[src/rtl/pcm_ctrl_pkg.sv]
// pcm_ctrl_pkg: shared types and constants for the PCM playback controller.
//   pcm_state_e       - playback FSM state encoding
//   PCM_ADDR_W_DEF    - default flash byte-address width
//   PCM_SILENCE       - sample word driven when no audio data is available
//   swap_half_bytes() - byte swap inside each 16-bit half (big-endian PCM)
package pcm_ctrl_pkg;

  typedef enum logic [2:0] {
    ST_IDLE  = 3'd0,
    ST_FETCH = 3'd1,
    ST_HOLD  = 3'd2,
    ST_DRAIN = 3'd3,
    ST_ABORT = 3'd4
  } pcm_state_e;

  localparam int PCM_ADDR_W_DEF = 24;

  localparam logic [31:0] PCM_SILENCE = 32'h0000_0000;

  // Swap the two bytes of each 16-bit channel, keeping the channel order.
  function automatic logic [31:0] swap_half_bytes(input logic [31:0] word);
    return {word[23:16], word[31:24], word[7:0], word[15:8]};
  endfunction

endpackage

[src/rtl/pcm_fifo.sv]
// pcm_fifo: synchronous prefetch FIFO for 32-bit PCM words.
// Ports:
//   clk, rst      - clock, synchronous active-high reset
//   flush         - empty the FIFO (dominates push/pop)
//   push, wdata   - write one word (accepted when not full, or when popping)
//   pop, rdata    - read one word; rdata shows the head word
//   count, empty  - occupancy and empty flag
// Push and pop in the same cycle are allowed. DEPTH must be a power of two.
module pcm_fifo #(
  parameter int DEPTH = 4,
  parameter int WIDTH = 32,
  localparam int PTR_W = $clog2(DEPTH),
  localparam int CNT_W = PTR_W + 1
) (
  input  logic             clk,
  input  logic             rst,
  input  logic             flush,
  input  logic             push,
  input  logic [WIDTH-1:0] wdata,
  input  logic             pop,
  output logic [WIDTH-1:0] rdata,
  output logic [CNT_W-1:0] count,
  output logic             empty
);

  localparam logic [PTR_W-1:0] PTR_ONE = PTR_W'(1);
  localparam logic [CNT_W-1:0] CNT_ONE = CNT_W'(1);
  localparam logic [CNT_W-1:0] CNT_ZERO = CNT_W'(0);
  localparam logic [CNT_W-1:0] CNT_FULL = CNT_W'(DEPTH);

  logic [WIDTH-1:0] mem_r [DEPTH];
  logic [PTR_W-1:0] wr_ptr_r;
  logic [PTR_W-1:0] rd_ptr_r;
  logic [CNT_W-1:0] count_r;
  logic             do_push_s;
  logic             do_pop_s;

  // Qualify push/pop against the current occupancy.
  always_comb begin
    do_pop_s  = pop && (count_r != CNT_ZERO);
    do_push_s = push && ((count_r != CNT_FULL) || do_pop_s);
  end

  // Pointer and occupancy bookkeeping.
  always_ff @(posedge clk) begin
    if (rst || flush) begin
      wr_ptr_r <= {PTR_W{1'b0}};
      rd_ptr_r <= {PTR_W{1'b0}};
      count_r  <= CNT_ZERO;
    end else begin
      if (do_push_s) wr_ptr_r <= wr_ptr_r + PTR_ONE;
      if (do_pop_s)  rd_ptr_r <= rd_ptr_r + PTR_ONE;
      case ({do_push_s, do_pop_s})
        2'b10:   count_r <= count_r + CNT_ONE;
        2'b01:   count_r <= count_r - CNT_ONE;
        default: count_r <= count_r;
      endcase
    end
  end

  // Data storage; contents need no reset since count gates visibility.
  always_ff @(posedge clk) begin
    if (do_push_s && !flush) mem_r[wr_ptr_r] <= wdata;
  end

  assign rdata = mem_r[rd_ptr_r];
  assign count = count_r;
  assign empty = (count_r == CNT_ZERO);

endmodule

[src/rtl/pcm_playback_ctrl.sv]
// pcm_playback_ctrl: streams a PCM clip from SPI flash into a prefetch FIFO
// and hands one 32-bit sample {right, left} per S/PDIF request.
// Ports:
//   clk_i, rst_i                    - clock, synchronous active-high reset
//   start_i, stop_i, loop_i         - play / abort commands, loop-at-end enable
//   base_addr_i, length_i           - clip byte address and byte length
//   flash_valid_o/addr_o/ready_i/rdata_i - word read port to the flash reader
//   sample_req_i, sample_o          - sample handshake (1-cycle latency)
//   busy_o, underrun_o, done_o      - playing flag, underrun and clip-end pulses
// Build option: define PCMCTL_BYTESWAP_EN for big-endian PCM in flash.
module pcm_playback_ctrl
  import pcm_ctrl_pkg::*;
#(
  parameter int FIFO_DEPTH = 4,
  parameter int ADDR_W     = PCM_ADDR_W_DEF
) (
  input  logic              clk_i,
  input  logic              rst_i,
  input  logic              start_i,
  input  logic              stop_i,
  input  logic              loop_i,
  input  logic [ADDR_W-1:0] base_addr_i,
  input  logic [ADDR_W-1:0] length_i,
  output logic              flash_valid_o,
  output logic [ADDR_W-1:0] flash_addr_o,
  input  logic              flash_ready_i,
  input  logic [31:0]       flash_rdata_i,
  input  logic              sample_req_i,
  output logic [31:0]       sample_o,
  output logic              busy_o,
  output logic              underrun_o,
  output logic              done_o
);

  localparam int CNT_W = $clog2(FIFO_DEPTH) + 1;
  localparam int WRD_W = ADDR_W - 2;
  localparam logic [CNT_W-1:0]  DEPTH_C    = CNT_W'(FIFO_DEPTH);
  localparam logic [CNT_W-1:0]  DEPTH_M1_C = CNT_W'(FIFO_DEPTH - 1);
  localparam logic [CNT_W-1:0]  CNT_ONE    = CNT_W'(1);
  localparam logic [ADDR_W-1:0] WORD_STEP  = ADDR_W'(4);
  localparam logic [WRD_W-1:0]  WRD_ONE    = WRD_W'(1);
  localparam logic [WRD_W-1:0]  WRD_ZERO   = WRD_W'(0);

  pcm_state_e        state_r;
  logic [ADDR_W-1:0] base_r;
  logic [ADDR_W-1:0] addr_r;
  logic [WRD_W-1:0]  words_r;
  logic [WRD_W-1:0]  remain_r;
  logic              valid_r;
  logic              busy_r;
  logic              done_r;
  logic              underrun_r;
  logic [31:0]       sample_r;

  logic [WRD_W-1:0]  len_words_s;
  logic              push_s;
  logic              pop_s;
  logic              flush_s;
  logic              fill_s;
  logic              last_word_s;
  logic [31:0]       push_data_s;
  logic [31:0]       fifo_rdata_s;
  logic [CNT_W-1:0]  fifo_count_s;
  logic              fifo_empty_s;
  logic              len_lsb_unused_s;

  // Byte-level length bits carry no meaning: playback is word granular.
  assign len_lsb_unused_s = ^length_i[1:0];
  assign len_words_s      = length_i[ADDR_W-1:2];

`ifdef PCMCTL_BYTESWAP_EN
  assign push_data_s = swap_half_bytes(flash_rdata_i);
`else
  assign push_data_s = flash_rdata_i;
`endif

  // FIFO control: push only completed, non-aborted reads; flush on stop
  // and when an abandoned read finally completes.
  always_comb begin
    push_s  = 1'b0;
    flush_s = 1'b0;
    pop_s   = sample_req_i && !fifo_empty_s;
    case (state_r)
      ST_FETCH: begin
        push_s  = flash_ready_i && !stop_i;
        flush_s = stop_i;
      end
      ST_HOLD, ST_DRAIN: begin
        flush_s = stop_i;
      end
      ST_ABORT: begin
        flush_s = flash_ready_i;
      end
      default: begin
        push_s  = 1'b0;
        flush_s = 1'b0;
      end
    endcase
  end

  // Occupancy after this cycle's push equals the depth; a same-cycle pop
  // frees one slot, so the test shifts by one.
  always_comb begin
    if (pop_s) begin
      fill_s = (fifo_count_s == DEPTH_C);
    end else begin
      fill_s = (fifo_count_s == DEPTH_M1_C);
    end
    last_word_s = (remain_r == WRD_ONE);
  end

  pcm_fifo #(
    .DEPTH (FIFO_DEPTH),
    .WIDTH (32)
  ) u_fifo (
    .clk   (clk_i),
    .rst   (rst_i),
    .flush (flush_s),
    .push  (push_s),
    .wdata (push_data_s),
    .pop   (pop_s),
    .rdata (fifo_rdata_s),
    .count (fifo_count_s),
    .empty (fifo_empty_s)
  );

  // Playback FSM with registered flash request, busy and done outputs.
  always_ff @(posedge clk_i) begin
    if (rst_i) begin
      state_r  <= ST_IDLE;
      base_r   <= {ADDR_W{1'b0}};
      addr_r   <= {ADDR_W{1'b0}};
      words_r  <= WRD_ZERO;
      remain_r <= WRD_ZERO;
      valid_r  <= 1'b0;
      busy_r   <= 1'b0;
      done_r   <= 1'b0;
    end else begin
      done_r <= 1'b0;
      case (state_r)
        ST_IDLE: begin
          if (start_i && !stop_i) begin
            if (len_words_s != WRD_ZERO) begin
              base_r   <= base_addr_i;
              addr_r   <= base_addr_i;
              words_r  <= len_words_s;
              remain_r <= len_words_s;
              state_r  <= ST_FETCH;
              valid_r  <= 1'b1;
              busy_r   <= 1'b1;
            end else begin
              // Empty clip: report completion without touching flash.
              done_r <= 1'b1;
            end
          end
        end
        ST_FETCH: begin
          if (stop_i) begin
            if (flash_ready_i) begin
              // The read completes right now; drop it and stop cleanly.
              state_r <= ST_IDLE;
              valid_r <= 1'b0;
              busy_r  <= 1'b0;
            end else begin
              state_r <= ST_ABORT;
            end
          end else if (flash_ready_i) begin
            if (last_word_s && !loop_i) begin
              remain_r <= remain_r - WRD_ONE;
              state_r  <= ST_DRAIN;
              valid_r  <= 1'b0;
            end else begin
              if (last_word_s) begin
                // Seamless wrap: next read is the clip start.
                addr_r   <= base_r;
                remain_r <= words_r;
              end else begin
                addr_r   <= addr_r + WORD_STEP;
                remain_r <= remain_r - WRD_ONE;
              end
              if (fill_s) begin
                state_r <= ST_HOLD;
                valid_r <= 1'b0;
              end else begin
                state_r <= ST_FETCH;
                valid_r <= 1'b1;
              end
            end
          end
        end
        ST_HOLD: begin
          if (stop_i) begin
            state_r <= ST_IDLE;
            busy_r  <= 1'b0;
          end else if (fifo_count_s < DEPTH_C) begin
            state_r <= ST_FETCH;
            valid_r <= 1'b1;
          end
        end
        ST_DRAIN: begin
          if (stop_i) begin
            state_r <= ST_IDLE;
            busy_r  <= 1'b0;
          end else if (pop_s && (fifo_count_s == CNT_ONE)) begin
            state_r <= ST_IDLE;
            busy_r  <= 1'b0;
            done_r  <= 1'b1;
          end
        end
        ST_ABORT: begin
          // The flash reader must see the request through to ready.
          if (flash_ready_i) begin
            state_r <= ST_IDLE;
            valid_r <= 1'b0;
            busy_r  <= 1'b0;
          end
        end
        default: begin
          state_r <= ST_IDLE;
          valid_r <= 1'b0;
          busy_r  <= 1'b0;
        end
      endcase
    end
  end

  // Sample output register and underrun pulse; an empty FIFO yields silence.
  always_ff @(posedge clk_i) begin
    if (rst_i) begin
      sample_r   <= PCM_SILENCE;
      underrun_r <= 1'b0;
    end else begin
      underrun_r <= 1'b0;
      if (pop_s) begin
        sample_r <= fifo_rdata_s;
      end else if (sample_req_i) begin
        sample_r   <= PCM_SILENCE;
        underrun_r <= busy_r && (state_r != ST_DRAIN);
      end
    end
  end

  assign flash_valid_o = valid_r;
  assign flash_addr_o  = addr_r;
  assign sample_o      = sample_r;
  assign busy_o        = busy_r;
  assign underrun_o    = underrun_r;
  assign done_o        = done_r;

endmodule

[config.mk]
export PLATFORM = sky130hd
export DESIGN_NAME = pcm_playback_ctrl
export DESIGN_NICKNAME = d
export VERILOG_FILES = /design/src/rtl/pcm_ctrl_pkg.sv /design/src/rtl/pcm_fifo.sv /design/src/rtl/pcm_playback_ctrl.sv
export SDC_FILE = /design/constraint.sdc
export NUM_CORES = 1
export LEC_CHECK = 0
export CAP_MARGIN = 20
export CORE_MARGIN = 2
export CORE_UTILIZATION = 42
export CTS_CLUSTER_SIZE = 16
export DETAILED_ROUTE_END_ITERATION = 16
export GPL_TIMING_DRIVEN = 0
export HOLD_SLACK_MARGIN = 0.12
export SKIP_LAST_GASP = 1
export SLEW_MARGIN = 20
export SYNTH_ARGS = -nofsm -noshare
export SYNTH_HDL_FRONTEND = slang
export SYNTH_SLANG_ARGS = --single-unit
export TNS_END_PERCENT = 1
[constraint.sdc]
create_clock -name clk_i -period 3.75 [get_ports clk_i]
set_clock_uncertainty 0.1 [all_clocks]
set_input_delay 0.75 -clock clk_i [delete_from_list [all_inputs] [get_ports clk_i]]
set_output_delay 0.75 -clock clk_i [all_outputs]
set_load 0.005 [all_outputs]
======== Yosys cells after proc, flatten, opt, wreduce, memory -nomap -nowiden ========
Memory sizes are Yosys's and may differ from the RTL's. A register that Yosys moved wholly into a read port is not among the register bits.
Cells that the tools add are included.
word-level totals
  memory bits (read-only) ................. 0
  flip-flop bits (word level) ............. 138
  memories kept ........................... 1
  latch bits .............................. 0
  RAM bits ................................ 128
  output and inout port bits .............. 60
memories
  name          words  bits a word  rd ports  clocked after Yosys merged registers in  wr ports  RTL line        source
  u_fifo.mem_r  4      32           1         1                                        1         pcm_fifo.sv:31  logic [WIDTH-1:0] mem_r [DEPTH];
operators by class
  div/mod/pow operators ................... 0
  equality and inequality tests ........... 25
  mux-type cells .......................... 58
  magnitude comparators ................... 1
  bitwise operators ....................... 2
  shifts and indexed selects .............. 0
  multiply operators ...................... 0
  reductions and logical operators ........ 30
  $add $sub $neg .......................... 6
operator list
  cell                                                                  count
  24-bit two-way mux                                                    6
  22-bit two-way mux                                                    6
  32-bit two-way mux                                                    2
  24-bit case mux with 2 select lines                                   1
  22-bit case mux with 2 select lines                                   1
  3-bit two-way mux                                                     10
  24-bit by 3-bit adder with 24-bit output, second input constant       1
  22-bit by 1-bit == test with 1-bit output, second input constant      1
  1-bit two-way mux                                                     22
  22-bit nonzero test                                                   1
  22-bit by 1-bit subtractor with 22-bit output, second input constant  1
  2-bit != test, second input constant                                  10
  6-bit AND reduction                                                   3
  3-bit case mux with 5 select lines                                    1
  3-bit != test, second input constant                                  4
  1-bit case mux with 5 select lines                                    2
  5-bit AND reduction                                                   2
  3-bit by 2-bit == test with 1-bit output, second input constant       3
  1-bit logical AND                                                     9
  2-bit two-way mux                                                     4
  3-bit by 1-bit == test with 1-bit output, second input constant       2
  3-bit == test, second input constant                                  2
  3-bit zero test                                                       2
  3-bit case mux with 2 select lines                                    1
  other kinds (15)                                                      25

======== Depth between registers and ports, before layout ========
Gate-level depths: netlist of run 1.
  depth in word-level cells ............... 9
  mapped depth ............................ 12
  depth with buffers taken out ............ 10

======== Cells and area by module ========
A second synthesis of run 1 with hierarchy kept.
second synthesis, totals
  cells, all modules ...................... 1079
  area total of the unflattened synthesis .. 12059.1 sq um
modules (own cells, without submodules)
  module             area an instance (sq um)  sequential area each (sq um)  times used  cells each
  pcm_playback_ctrl  6900.4                    2622.5                        1           847
  pcm_fifo           5158.7                    4023.9                        1           232

======== Least setup slack after synthesis of run 1 ========
No wires, ideal clock.
  kind .................................... register -> register
  from .................................... reg state_r[0]
  to ...................................... mem u_fifo.mem_r[0][0] (enable)
  setup time .............................. 0.392 ns
  required time ........................... 3.258 ns
  setup slack ............................. 0.936 ns
  arrival time ............................ 2.322 ns
  stages on the path, launching flop included .. 8
  cells stage by stage .................... dfxtp_1 -> clkbuf_2 -> or3b_1 -> clkbuf_1 -> nor2_1 -> nand2_1 -> a31oi_2 -> and2_1
on the way
  longest elaborated chain between the ends .. 7
  elaborated cells between the ends (all ways) .. 12
  classes of those cells .................. eq/ne: 4; mux: 4; reduce/logical: 4
ends and longest elaborated chain
  item                                                                                                  RTL line                  source
  start, declared                                                                                       pcm_playback_ctrl.sv:44   pcm_state_e state_r;
  start signal, assigned                                                                                pcm_playback_ctrl.sv:130  state_r <= ST_IDLE;
  start signal, assigned                                                                                pcm_playback_ctrl.sv:148  state_r <= ST_FETCH;
  start signal, assigned                                                                                pcm_playback_ctrl.sv:161  state_r <= ST_IDLE;
  3-bit by 2-bit == test with 1-bit output or 3-bit by 1-bit == test with 1-bit output (tied branches)  pcm_playback_ctrl.sv:83   case (state_r)
  3-bit OR reduction (no source line)                                                                   -
  1-bit case mux with 2 select lines                                                                    pcm_playback_ctrl.sv:83
  1-bit zero test                                                                                       pcm_fifo.sv:63            if (do_push_s && !flush) mem_r[wr_ptr_r] <= wdata;
  1-bit logical AND (*)                                                                                 pcm_fifo.sv:63
  1-bit two-way mux (*)                                                                                 pcm_fifo.sv:63
  1-bit two-way mux (not written as such) (*)                                                           pcm_fifo.sv:63
  end, declared                                                                                         pcm_fifo.sv:31
Every way passes the cells marked *; elsewhere a longest branch is shown, timed or not.

======== Worst setup path in the final report of run 1 ========
  from .................................... in length_i[9]
  to ...................................... reg base_r[17]
on the way
  longest elaborated chain between the ends .. 2
ends and longest elaborated chain
  item                                  RTL line                  source
  start, declared                       pcm_playback_ctrl.sv:23   input logic [ADDR_W-1:0] length_i,
  22-bit nonzero test                   pcm_playback_ctrl.sv:143  if (len_words_s != WRD_ZERO) begin
  3-bit AND reduction (no source line)  -
  end signal, assigned                  pcm_playback_ctrl.sv:131  base_r <= {ADDR_W{1'b0}};
  end signal, assigned                  pcm_playback_ctrl.sv:144  base_r <= base_addr_i;
  end, declared                         pcm_playback_ctrl.sv:45   logic [ADDR_W-1:0] base_r;
Every way passes these cells.
A chain may end at the register's enable or synchronous reset.

==> impl_metrics.py, run 1 <==
metrics = {
    "outcome": {
        "status": "completed",
    },
    "worst_setup_path": {
        "r2r-start": "state_r[0]",
        "end_kind": "flip-flop",
        "crit_fanout": 10,
        "critPathLaunchType": "input pin",
        "crit_required_ps": 4050,
        "worstPathArrival_ps": 3540,
        "startpoint": "length_i[9]",
        "critPathKind": "in -> reg",
        "r2r_end": "u_fifo.mem_r[3][10]",
        "reg2reg_slack_ps": 780,
        "r2r_cells": 8,
    },
    "yosys": {
        "synth_top_family_by_area": "compound AO/OA/AOI/OAI gates",
        "syn_area_sq_um": 11600,
        "yosys-top-cells-area": "edfxtp_1 (33%), dfxtp_1 (24%), mux4_2 (6.2%), nand2_1 (5.2%), a21oi_1 (3.7%)",
        "synth_area_per_cell_sq_um": 10.9,
        "yosys.area_share.simple_pct": 14.4,
        "async_flop_share_pct": 0,
        "netlist_instances": 1066,
        "synth.distinct_cells": 71,
        "synth.most_common_cell": "nand2_1",
        "synthAdderAreaFrac_pct": 1.40,
        "synth_edf_count": 128,
        "muxShareOfSynthArea_pct": 6.82,
        "yosysWarnings": 0,
        "synthFlopType": "dfxtp_1",
        "synth_top_area_share_pct": 33.1,
        "synthXorXnorAreaFrac_pct": 2.41,
        "synth_seq_cells": 268,
        "ys_top_cells_by_count": "nand2_1 (161), dfxtp_1 (140), edfxtp_1 (128)",
        "ys_seq_area_share_pct": 57.2,
        "synth_nets": 1166,
        "synth_area_leader_cell": "edfxtp_1",
        "synth_compound_area_share_pct": 14.6,
    },
    "placed_design": {
        "port_buffers": 143,
        "dpl.hpwl_mm": 22.0,
        "place_congestion": 0.877,
        "dp.cells": 1554,
    },
    "global_routing": {
        "overflow": 0,
        "antenna_found_initial": 1,
        "grt_pass1_wl_mm": 49.0,
        "grt_max_degree": 26,
        "grt_usage_pct": 21.8,
        "grt_pass1_vias": 8879,
    },
    "floorplanning": {
        "coreArea_sq_um": 27000,
        "ios": 147,
        "die_area_sq_um": 29000,
        "die_w_um": 170,
        "fp-row-count": 60,
        "start_util_pct": 43.0,
        "fp.dieH_um": 170,
    },
    "clock_tree": {
        "cts_tree": "yes",
        "clk_pin_slew_ps": 60,
        "post_cts_resized": 0,
        "cts_buffers": 30,
        "cts_hold_buf": 0,
        "cts_max_level": 1,
        "clock_sinks": 268,
        "clkLatencyLatePin_ps": 580,
        "post_cts.repair.setup_buffers": 0,
        "cts_buffer_depth": 3,
        "cts-root-buf": "clkbuf_16",
    },
    "min_path": {
        "hp-class": "reg -> reg",
        "hp-start": "words_r[1]",
        "worstHoldPathCells": 2,
        "hold_end": "words_r[1]",
    },
    "detailed_routing": {
        "routed_wl_mm": 31.8,
        "ant_nets": 0,
        "dr.pass1.iters": 7,
        "drt-initial-drc-count": 753,
        "route.detailed.drc": 0,
        "routedWlPerCell_um": 19.8,
        "avgViaCountPerCell": 5.63,
        "vias": 9059,
    },
    "pwr": {
        "p_leak_nw": 4.93,
        "irDropWorstVdd_uv": 411,
        "total_power_mw": 8.27,
        "p_per_area_nw_per_um2": 566,
    },
    "sta": {
        "finalCriticalPeriod_ps": 3240,
        "rsz0062_at_grt": "false",
        "max_freq_mhz": 309,
        "slew_headroom_pct": 39.5,
        "min_period_over_period_pct": 86.4,
        "setup_viol": 0,
        "finalHoldViolations": 0,
        "worstMarginPinSlew_ps": 908,
        "slew_violations": 0,
    },
    "cells_and_area": {
        "synthToLayoutAreaGrowth_pct": 25.8,
        "final_nets": 1345,
        "instances_no_fill": 1610,
        "antennaDiodeCount": 0,
        "drive_above_1_share_pct": 9.46,
        "nFillCells": 2429,
    },
    "flow_run": {
        "maxCapViolCount": 0,
    },
}
## kinds of logic (layout without fill, tap and decap cells)
| family | after synthesis | count (layout) |
|---|---|---|
| xor+xnor | 32 | 32 |
| flops | 268 | 268 |
| mux | 39 | 39 |
| fa+ha+maj | 13 | 13 |
| simple gates | 353 | 353 |
| buf+inv | 87 | 290 |
| compound gates | 274 | 274 |
## flip-flops by register name, summed over array words and instances (netlist names), named ones only
name and count:
flash_addr_o 24, busy_o 1, u_fifo.rd_ptr_r 2, sample_o 32
words_r 22, u_fifo.count 3, u_fifo.wr_ptr_r 2, underrun_o 1
state_r 3, flash_valid_o 1, base_r 24, done_o 1
remain_r 22, u_fifo.mem_r 128
## final cells by class
cell class,count,area (sq um),area share (%)
inverters,16,60.1,0.411
well taps,341,427,2.92
clock inverters,11,164,1.12
flip-flops and latches,268,6650,45.5
multi-input cells,711,4610,31.5
plain buffers,71,304,2.08
clock buffers,45,877,6.00
repair buffers,147,1530,10.4
## worst max-delay path by stage
stage                               to  slack [ps]  cells after the start
floorplan           u_fifo.mem_r[0][0]         940                      7
global placement    u_fifo.mem_r[0][7]        -320                      4
detailed placement          base_r[11]         -60                     10
CTS                         base_r[11]         520                     10
global route                base_r[15]         400                     10
finish                      base_r[17]         510                     10
## per-stage QoR
step	cell area, sq um	utilization (%)	hold slack (ps)	setup WS (ps)	TNS [ps]
floorplan	11600	-	333	936	0
global placement	13500	49.8	342	-322	-37430
detailed placement	13600	50.2	346	-63.8	-662
CTS	14600	54.1	354	515	0
global route	14600	54.1	368	401	0
finish	14600	54.1	353	509	0
## placed cells by master, fill, tap and decap left out, types with 4 or more instances in the layout
| cell | instances |
|---|---|
| nand2_1 | 161 |
| clkdlybuf4s50_1 | 143 |
| dfxtp_1 | 140 |
| edfxtp_1 | 128 |
| a21oi_1 | 86 |
| nor2_1 | 67 |
| o21ai_0 | 58 |
| clkbuf_1 | 55 |
| a22oi_1 | 37 |
| mux4_2 | 32 |
| clkbuf_16 | 30 |
| o211ai_1 | 28 |
| nand3_1 | 24 |
| a31oi_1 | 24 |
| nor3_1 | 20 |
| xnor2_1 | 19 |
| nor4_1 | 16 |
| inv_1 | 15 |
| xor2_1 | 13 |
| ha_1 | 13 |
| buf_2 | 11 |
| or4_1 | 10 |
| o21ai_1 | 10 |
| nand4_1 | 10 |
| buf_1 | 8 |
| clkbuf_8 | 7 |
| mux2i_1 | 6 |
| or3_1 | 6 |
| and3_1 | 5 |
| and2_2 | 4 |
| nor3b_1 | 4 |
| clkinv_2 | 4 |
## critical path: stages
cell,delay (ps)
clkdlybuf4s50_1,440
or4_1,560
nor3_2,480
and2_1,200
buf_2,230
nor3_1,130
buf_2,220
buf_1,310
nand2_1,150
a21oi_1,70
## power by group
part           internal (mW)  switching (mW)  total (mW)
registers               3.27           0.182        3.45
logic                  0.803           0.990        1.79
clock network           1.83            1.20        3.02
## metal layers
layer  track usage [%]  routed length (um)
met5                 0                  11
met4              6.32                 801
met3              4.77                2350
met2              37.0               15300
met1              28.1               13400
No activity file was read; power rests on OpenSTA's default activity.
==> run 2, diff against run 1 <==
--- a/config.mk
+++ b/config.mk
@@ -11,7 +11,7 @@
 export CTS_CLUSTER_SIZE = 16
 export DETAILED_ROUTE_END_ITERATION = 16
 export GPL_TIMING_DRIVEN = 0
-export HOLD_SLACK_MARGIN = 0.12
+export HOLD_SLACK_MARGIN = 0.05
 export SKIP_LAST_GASP = 1
 export SLEW_MARGIN = 20
 export SYNTH_ARGS = -nofsm -noshare
==> results of run 2 <==
The final DEF is identical to that of run 1; final timing and power are the same.
==> patch (flow settings as in run 1) <==
The option `PCMCTL_BYTESWAP_EN` is turned on by a define.
--- a/src/rtl/pcm_playback_ctrl.sv
+++ b/src/rtl/pcm_playback_ctrl.sv
@@ -8,6 +8,8 @@
 //   sample_req_i, sample_o          - sample handshake (1-cycle latency)
 //   busy_o, underrun_o, done_o      - playing flag, underrun and clip-end pulses
 // Build option: define PCMCTL_BYTESWAP_EN for big-endian PCM in flash.
+`define PCMCTL_BYTESWAP_EN
+
 module pcm_playback_ctrl
   import pcm_ctrl_pkg::*;
 #(
Function: changed (a bounded check fails within 4 cycles, from zero or initial values and one cycle with rst_i high).
==> patch against run 1 <==
  * Total power is 3.6% lower
  * Sequential cell count is the same
  * Core utilization decreased by 1.2 points
  * Synthesized area grew 1.4%
  * Design area increased by 0.31%
  * Maximum frequency fell by 11%
  * Setup slack worse by 400 ps
  * Combinational power increased by 2%
  * Routed wire length up 2.9%
  * Non-clock buffer count up 4
  * Critical endpoint is now flash_addr_o[23]
  * Highest routed layer is now met4
==> patch: results <==
[final_layout]
fill_cells = 2458
multi_input_area_share = 0.3247
layout.nonclk_buf_frac = 0.1241
buffers = 222
multi_input_gates = 733
fin_nets = 1372
drive_gt1_frac = 0.08185
nClkBuffers = 49
seq_area_frac = 0.4535
inv_count = 18
design_area_um2 = 14660
antenna_cells = 1
final-clk-cell-share = 0.06070
instances_no_fill = 1674

[placed_design]
post-place-cells = 1619
portBuffers = 142
pre_cts_slack_ps = -266.1
post_dp_cell_area_um2 = 13760
gp_congestion = 0.8795
dpl.hpwl_um = 22540

[pwr]
sw_frac_of_total = 0.2939
pwr-share-comb = 0.230
p_leak_nw = 4.861
seq-power_mw = 3.44
vdd_drop_max_mv = 0.4669
power.switching_mw = 2.342

[grt]
gr-usage-met2 = 0.3731
antenna_found_initial = 2
met1_usage = 0.2873
grt_pass1_vias = 8985
gr-usage-met3 = 0.04533
grt_pass1_wl_um = 50390
grt_usage = 0.2216

[yosys]
synth_seq_area_share = 0.5645
synth_area_per_cell_um2 = 10.75
yosys-top-cells-count = "nand2_1, dfxtp_1, edfxtp_1"
synthTopCellsByArea = "edfxtp_1, dfxtp_1, mux4_2"
syn_nets = 1195
ys_types = 62
synth_seq_cells = 268

[worst_hold_path]
worstHoldPathType = "input pin to flop"

[routing]
first_pass_iters = 5
route.met2.wl_um = 15430
wl_um = 32740
wl_met3_um = 2226
drt-met1-wl_um = 14120
dr.first_iter.drc_count = 554
num_vias = 9151

[floorplan]
tap_cells = 378

[clocking]
insertion_delay_ps = 560
cts_made_buffers = 29

[worst_setup_path]
slowest_delay_ps = 820
arrival_ps = 3950
critPathSlowestCell = "nor3_1"
crit_family = "simple AND/OR/NAND/NOR gates"

[status]
outcome = "completed"

[timing]
slew_headroom = 0.3219
==> patch: changes by cell type after synthesis, sizes merged, moves of 8 or more <==
cell | run 1 | this run
o21ai | 68 | 23
a22oi | 37 | 0
nor2 | 67 | 101
nor2b | 2 | 35
a311oi | 2 | 29
a31oi | 26 | 2
a21oi | 86 | 105
clkbuf | 49 | 64
a211oi | 3 | 15
or3 | 6 | 17
buf | 22 | 12
nand2b | 2 | 10
==> patch: logic make-up after synthesis <==
kind of cell               Yosys count  share of synthesized area
AOI/OAI and AO/OA                  235                     0.1328
xor gates and xnor gates            34                    0.02529
adders and majority gates           13                    0.01382
buffers and inverters               94                    0.03262
DFF                                268                     0.5645
muxes                               38                    0.06642
and+or+nand+nor                    413                     0.1645
==> patch: worst paths after layout <==
kind                      start               end  slack [ps]  cells after the start
hold reg to reg      base_r[18]        base_r[18]         350                      2
setup / recovery    remain_r[5]  flash_addr_o[23]         110                      9
setup reg to reg    remain_r[5]  flash_addr_o[23]         110                      9
hold / removal    flash_ready_i        state_r[2]         340                      2
